`src/rtl/sparc_exu_ccr_pipe_pkg.sv`:
```
// Shared constants and pipe-stage payload for the EXU condition-code pipeline.
package sparc_exu_ccr_pipe_pkg;

    localparam int unsigned NTHREADS = 4;
    localparam int unsigned TID_W    = $clog2(NTHREADS);
    localparam int unsigned CCR_W    = 8;

    // CCR bit positions: xcc in the upper nibble, icc in the lower nibble
    localparam int unsigned XCC_N = 7;
    localparam int unsigned XCC_Z = 6;
    localparam int unsigned XCC_V = 5;
    localparam int unsigned XCC_C = 4;
    localparam int unsigned ICC_N = 3;
    localparam int unsigned ICC_Z = 2;
    localparam int unsigned ICC_V = 1;
    localparam int unsigned ICC_C = 0;

    typedef struct packed {
        logic             valid;
        logic [TID_W-1:0] tid;
        logic [CCR_W-1:0] ccr;
    } ccr_stage_t;

endpackage

```
`src/rtl/sparc_exu_ccr_flaggen.sv`:
```
// E-stage condition-code generator: builds icc/xcc from ALU adder or logic flags.
module sparc_exu_ccr_flaggen
    import sparc_exu_ccr_pipe_pkg::*;
(
    input  logic             is_logic,
    input  logic             is_sub,
    input  logic             rs1_63,
    input  logic             rs1_31,
    input  logic             in2_63,
    input  logic             in2_31,
    input  logic             add_n64,
    input  logic             add_n32,
    input  logic             log_n64,
    input  logic             log_n32,
    input  logic             zhigh,
    input  logic             zlow,
    input  logic             cout64_l,
    input  logic             cout32,
    output logic [CCR_W-1:0] flags_c
);

    always_comb begin
        flags_c        = '0;
        flags_c[XCC_Z] = zlow & zhigh;
        flags_c[ICC_Z] = zlow;
        if (is_logic) begin
            flags_c[XCC_N] = log_n64;
            flags_c[ICC_N] = log_n32;
        end else begin
            flags_c[XCC_N] = add_n64;
            flags_c[ICC_N] = add_n32;
            // overflow: operands share a sign and the sum's sign differs
            flags_c[XCC_V] = (rs1_63 == in2_63) & (add_n64 != rs1_63);
            flags_c[ICC_V] = (rs1_31 == in2_31) & (add_n32 != rs1_31);
            // subtract reports borrow, i.e. the inverted carry-out
            flags_c[XCC_C] = ~cout64_l ^ is_sub;
            flags_c[ICC_C] = cout32 ^ is_sub;
        end
    end

endmodule

```
`src/rtl/sparc_exu_ccr_pipe.sv`:
```
// Per-thread CCR pipeline: flags from E carried through M and W, committed at W,
// with youngest-first forwarding back to the thread in E.
module sparc_exu_ccr_pipe
    import sparc_exu_ccr_pipe_pkg::*;
(
    input  logic             rclk,
    input  logic             arst_l,
    input  logic             se,
    input  logic             si,
    output logic             so,
    input  logic             valid_e,
    input  logic [TID_W-1:0] tid_e,
    input  logic             setcc_e,
    input  logic             is_logic_e,
    input  logic             is_sub_e,
    input  logic             wrccr_e,
    input  logic [CCR_W-1:0] wrccr_data_e,
    input  logic             rs1_63_e,
    input  logic             rs1_31_e,
    input  logic             alu_ecl_adderin2_63_e,
    input  logic             alu_ecl_adderin2_31_e,
    input  logic             alu_ecl_add_n64_e,
    input  logic             alu_ecl_add_n32_e,
    input  logic             alu_ecl_log_n64_e,
    input  logic             alu_ecl_log_n32_e,
    input  logic             alu_ecl_zhigh_e,
    input  logic             alu_ecl_zlow_e,
    input  logic             alu_ecl_cout64_e_l,
    input  logic             alu_ecl_cout32_e,
    input  logic             flush_m,
    input  logic             flush_w,
    input  logic [TID_W-1:0] rd_tid,
    output logic [CCR_W-1:0] ccr_rd_data,
    output logic [CCR_W-1:0] ccr_cur_e,
    output logic             ecl_alu_cin_e
);

    logic [CCR_W-1:0] flags_e;
    logic [CCR_W-1:0] ccr_arr [NTHREADS];
    logic [CCR_W-1:0] arch_e;
    ccr_stage_t       stage_e;
    ccr_stage_t       stage_m;
    ccr_stage_t       stage_w;
    logic             live_m;
    logic             commit_w;
    logic             unused_scan;

    // scan chain is not modelled functionally
    assign so          = 1'b0;
    assign unused_scan = se ^ si;

    sparc_exu_ccr_flaggen u_flaggen (
        .is_logic (is_logic_e),
        .is_sub   (is_sub_e),
        .rs1_63   (rs1_63_e),
        .rs1_31   (rs1_31_e),
        .in2_63   (alu_ecl_adderin2_63_e),
        .in2_31   (alu_ecl_adderin2_31_e),
        .add_n64  (alu_ecl_add_n64_e),
        .add_n32  (alu_ecl_add_n32_e),
        .log_n64  (alu_ecl_log_n64_e),
        .log_n32  (alu_ecl_log_n32_e),
        .zhigh    (alu_ecl_zhigh_e),
        .zlow     (alu_ecl_zlow_e),
        .cout64_l (alu_ecl_cout64_e_l),
        .cout32   (alu_ecl_cout32_e),
        .flags_c  (flags_e)
    );

    // WRCCR data takes priority over ALU flags
    always_comb begin
        stage_e.valid = valid_e & (setcc_e | wrccr_e);
        stage_e.tid   = tid_e;
        stage_e.ccr   = wrccr_e ? wrccr_data_e : flags_e;
    end

    assign live_m   = stage_m.valid & ~flush_m;
    assign commit_w = stage_w.valid & ~flush_w;

    always_ff @(posedge rclk or negedge arst_l) begin
        if (!arst_l) begin
            stage_m <= '0;
            stage_w <= '0;
        end else begin
            stage_m <= stage_e;
            stage_w <= '{valid: live_m, tid: stage_m.tid, ccr: stage_m.ccr};
        end
    end

    // tid values without a matching entry never commit
    always_ff @(posedge rclk or negedge arst_l) begin
        if (!arst_l) begin
            for (int t = 0; t < int'(NTHREADS); t++) begin
                ccr_arr[t] <= '0;
            end
        end else begin
            for (int t = 0; t < int'(NTHREADS); t++) begin
                if (commit_w && (stage_w.tid == TID_W'(t))) begin
                    ccr_arr[t] <= stage_w.ccr;
                end
            end
        end
    end

    always_comb begin
        ccr_rd_data = '0;
        arch_e      = '0;
        for (int t = 0; t < int'(NTHREADS); t++) begin
            if (rd_tid == TID_W'(t)) ccr_rd_data = ccr_arr[t];
            if (tid_e == TID_W'(t))  arch_e      = ccr_arr[t];
        end
    end

    // youngest live same-thread entry wins
    always_comb begin
        ccr_cur_e = arch_e;
        if (live_m && (stage_m.tid == tid_e)) begin
            ccr_cur_e = stage_m.ccr;
        end else if (commit_w && (stage_w.tid == tid_e)) begin
            ccr_cur_e = stage_w.ccr;
        end
    end

    assign ecl_alu_cin_e = ccr_cur_e[ICC_C];

endmodule

```
`config.mk`:
```
export PLATFORM = sky130hd
export DESIGN_NAME = sparc_exu_ccr_pipe
export DESIGN_NICKNAME = d
export VERILOG_FILES = /design/src/rtl/sparc_exu_ccr_pipe_pkg.sv /design/src/rtl/sparc_exu_ccr_flaggen.sv /design/src/rtl/sparc_exu_ccr_pipe.sv
export SDC_FILE = /design/constraint.sdc
export NUM_CORES = 1
export LEC_CHECK = 0
export BUFFER_PORTS_ARGS = -buffer_cell sky130_fd_sc_hd__clkbuf_2
export CORE_ASPECT_RATIO = 0.7
export CORE_MARGIN = 4
export CORE_UTILIZATION = 45
export DETAILED_ROUTE_END_ITERATION = 8
export GPL_TIMING_DRIVEN = 0
export PLACE_DENSITY_LB_ADDON = 0.12
export SETUP_SLACK_MARGIN = 0.3
export SLEW_MARGIN = 20
export SYNTH_ARGS = -nofsm -noshare
export SYNTH_HDL_FRONTEND = slang
export SYNTH_HIERARCHICAL = 1
export SYNTH_SLANG_ARGS = --single-unit
```
`constraint.sdc`:
```
create_clock -name rclk -period 4.2 [get_ports rclk]
set_clock_uncertainty 0.05 [all_clocks]
set_input_delay 0.21 -clock rclk [delete_from_list [all_inputs] [get_ports rclk]]
set_output_delay 0.21 -clock rclk [all_outputs]
set_load 0.01 [all_outputs]
```
==> flow_summary.ini <==
[pwr]
internal_power_w = 0.000927
peakVddDrop_mv = 0.179
seq_power_share = 0.519
power.switching_w = 0.000360
leakagePower_nw = 1.43
p_clk_frac = 0.219
netSwitchingFraction = 0.280
comb_power_share = 0.262
p_per_area_nw_per_um2 = 400

[clock_network]
cts_setup_buffers = 0
cts_max_level = 2
clk_pin_slew_worst_paths_ps = 90
cts_made_buffers = 5
root_buffer = clkbuf_8
ctsHoldBuffers = 3
clock_sinks = 54
clk_path_buf_depth = 2
cts_resized = 0
insertion_delay_ps = 300
cts_tree = done

[synthesis]
synth_cells = 186
syn_area_um2 = 2770
ys_ff_latch = 54
synth-edff-count = 0
synth.distinct_cells = 34
synthTopCellsByArea = dfrtp_1, mux2_2, mux4_2
synth_warnings = 6
yosysTopAreaCellShare = 0.487
yosysSeqAreaShare = 0.487
synth_top_area_cell = dfrtp_1
syn-num-nets = 221
ys_async_sr_fraction = 1.00
synthFlopType = dfrtp_1
syn_avg_cell_area_um2 = 14.9

[sta]
hold_viol_final = 0
rsz0062_at_grt = false
maxSlewViolCount = 0
worst_pin_slew_ps = 869
slew_headroom = 0.418
period_share = 0.645
setup_violations = 0
tns_ps = 0
final.min_clock_period_ps = 2710
max_freq_ghz = 0.369

[setup_path]
crit_fanout = 10
crit_path_end_kind = output pin
critPathLaunchType = input pin
worst_ep_required_time_ps = 3940
critPathKind = in2out
crit_arrival_ps = 2450

[final_layout]
diodes = 0
fillers = 522
syn2layout_area_growth_pct = 15.8
fin_nets = 277
final_cells = 316
layout_commonest_cell = dfrtp_1
final_cell_mix = dfrtp_1, clkbuf_2, mux2_2
drive_above_1_share = 0.490

[floorplanning]
fp.dieW_um = 102
pin_count = 53
std_cell_rows = 23
die_y_um = 73.7
start_util = 0.475
coreArea_um2 = 5840
die_area_um2 = 7500

[routing]
drc = 0
vias_per_cell = 5.75
num_vias = 1818
first_pass_iters = 4
wl_per_cell_um = 18.8
drtIter0Drc = 79
antenna_left = 0
wl_um = 5940

[global_routing]
grt_max_degree = 55
grt_overflow = 0
grt_pass1_wl_um = 9510
antenna_found_initial = 0
first_global_vias = 1808
grt_util_all_layers = 0.170

[outcome]
status = finished, final reports clean

[placed_design]
place.detailed.hpwl_um = 4300
dpl.cell_count = 307
portBuffers = 46
finalWeightedCongestion = 0.765

[run]
drv_cap = 0

[hold_path]
hold_path_class = in2reg
[synthesized netlist by cell type, types with 2 or more instances]
cell	n
nor3b_2	2
or4b_1	7
a31oi_1	7
buf_6	3
xor2_1	4
mux4_2	9
o31a_1	2
nand2b_1	2
dfrtp_1	54
mux2_2	40
a21oi_1	2
o31ai_1	7
clkbuf_1	2
mux4_1	7
or3b_1	2
buf_4	3
nor4_1	7
nor2_1	2
buf_2	7
mux2_1	2
nand3b_1	2
[cells by family (layout without fill, tap and decap cells)]
logic type / after synthesis / in the layout / synth area share
compound gates: 19 / 19 / 0.0474
xor+xnor: 6 / 6 / 0.0257
buf+inv: 17 / 72 / 0.0383
flops: 54 / 54 / 0.487
mux: 58 / 58 / 0.310
other cells: 1 / 1 / 0.00135
simple gates: 31 / 31 / 0.0902
[power by group through the flow]
stage / sequential, W / clock (W) / combinational (W)
floorplan: 0.000653 / 0 / 0.000235
global route: 0.000679 / 0.000313 / 0.000367
CTS: 0.000667 / 0.000292 / 0.000342
detailed placement: 0.000677 / 0 / 0.000338
global placement: 0.000674 / 0 / 0.000334
finish: 0.000668 / 0.000281 / 0.000337
[final cells by class]
cell class | count | area, µm² | share of cell area
inverter | 1 | 3.75 | 0.00117
buffer | 16 | 103 | 0.0319
clock buffer | 6 | 82.6 | 0.0257
timing repair buffer | 49 | 263 | 0.0818
tap | 75 | 93.8 | 0.0292
sequential | 54 | 1350 | 0.421
multi-input combinational | 115 | 1320 | 0.410
[routing by layer]
metal,global-route usage,share of wire,vias to the layer above
li1,-,-,838
met5,0,0,-
met2,0.241,0.44,48
met1,0.265,0.50,928
met4,0.0524,0.0077,0
met3,0.0313,0.043,4
[flip-flops by register name (all words and copies together) (netlist names)]
| signal | flops |
|---|---|
| stage_w | 11 |
| ccr_arr | 32 |
| stage_m | 11 |
[worst max-delay path, stage by stage]
cell	delay, ps
dlygate4sd3_1	520
clkbuf_2	110
buf_6	180
xor2_1	640
or3_1	200
buf_2	180
a31oi_1	130
buf_4	160
clkbuf_2	110
[stage by stage]
| step | setup slack [ps] | hold slack (ps) | instance area, µm² | util | power, W |
|---|---|---|---|---|---|
| after floorplan | 2260 | -136 | 2770 | - | 0.000888 |
| after global routing | 1390 | 62.7 | 3210 | 0.550 | 0.00136 |
| final | 1490 | 64.8 | 3210 | 0.550 | 0.00129 |
| after CTS | 1530 | 68.6 | 3210 | 0.550 | 0.00130 |
| after global placement | 2080 | 297 | 3100 | 0.530 | 0.00101 |
| after detailed placement | 2070 | 291 | 3100 | 0.531 | 0.00101 |
[worst paths after layout]
path / from / to / slack (ps) / cells past startpoint
hold reg to reg: stage_m[6] / stage_w[6] / 330 / 0
setup reg to reg: stage_w[10] / ccr_arr[20] / 2290 / 4
hold / removal: valid_e / stage_m[10] / 60 / 2
max in group asynchronous: arst_l / ccr_arr[4] / 3150 / 2
min in group asynchronous: arst_l / stage_w[8] / 440 / 2
setup / recovery: tid_e[0] / ccr_cur_e[0] / 1490 / 9
Note: power is estimated with default switching activity, not from simulation.
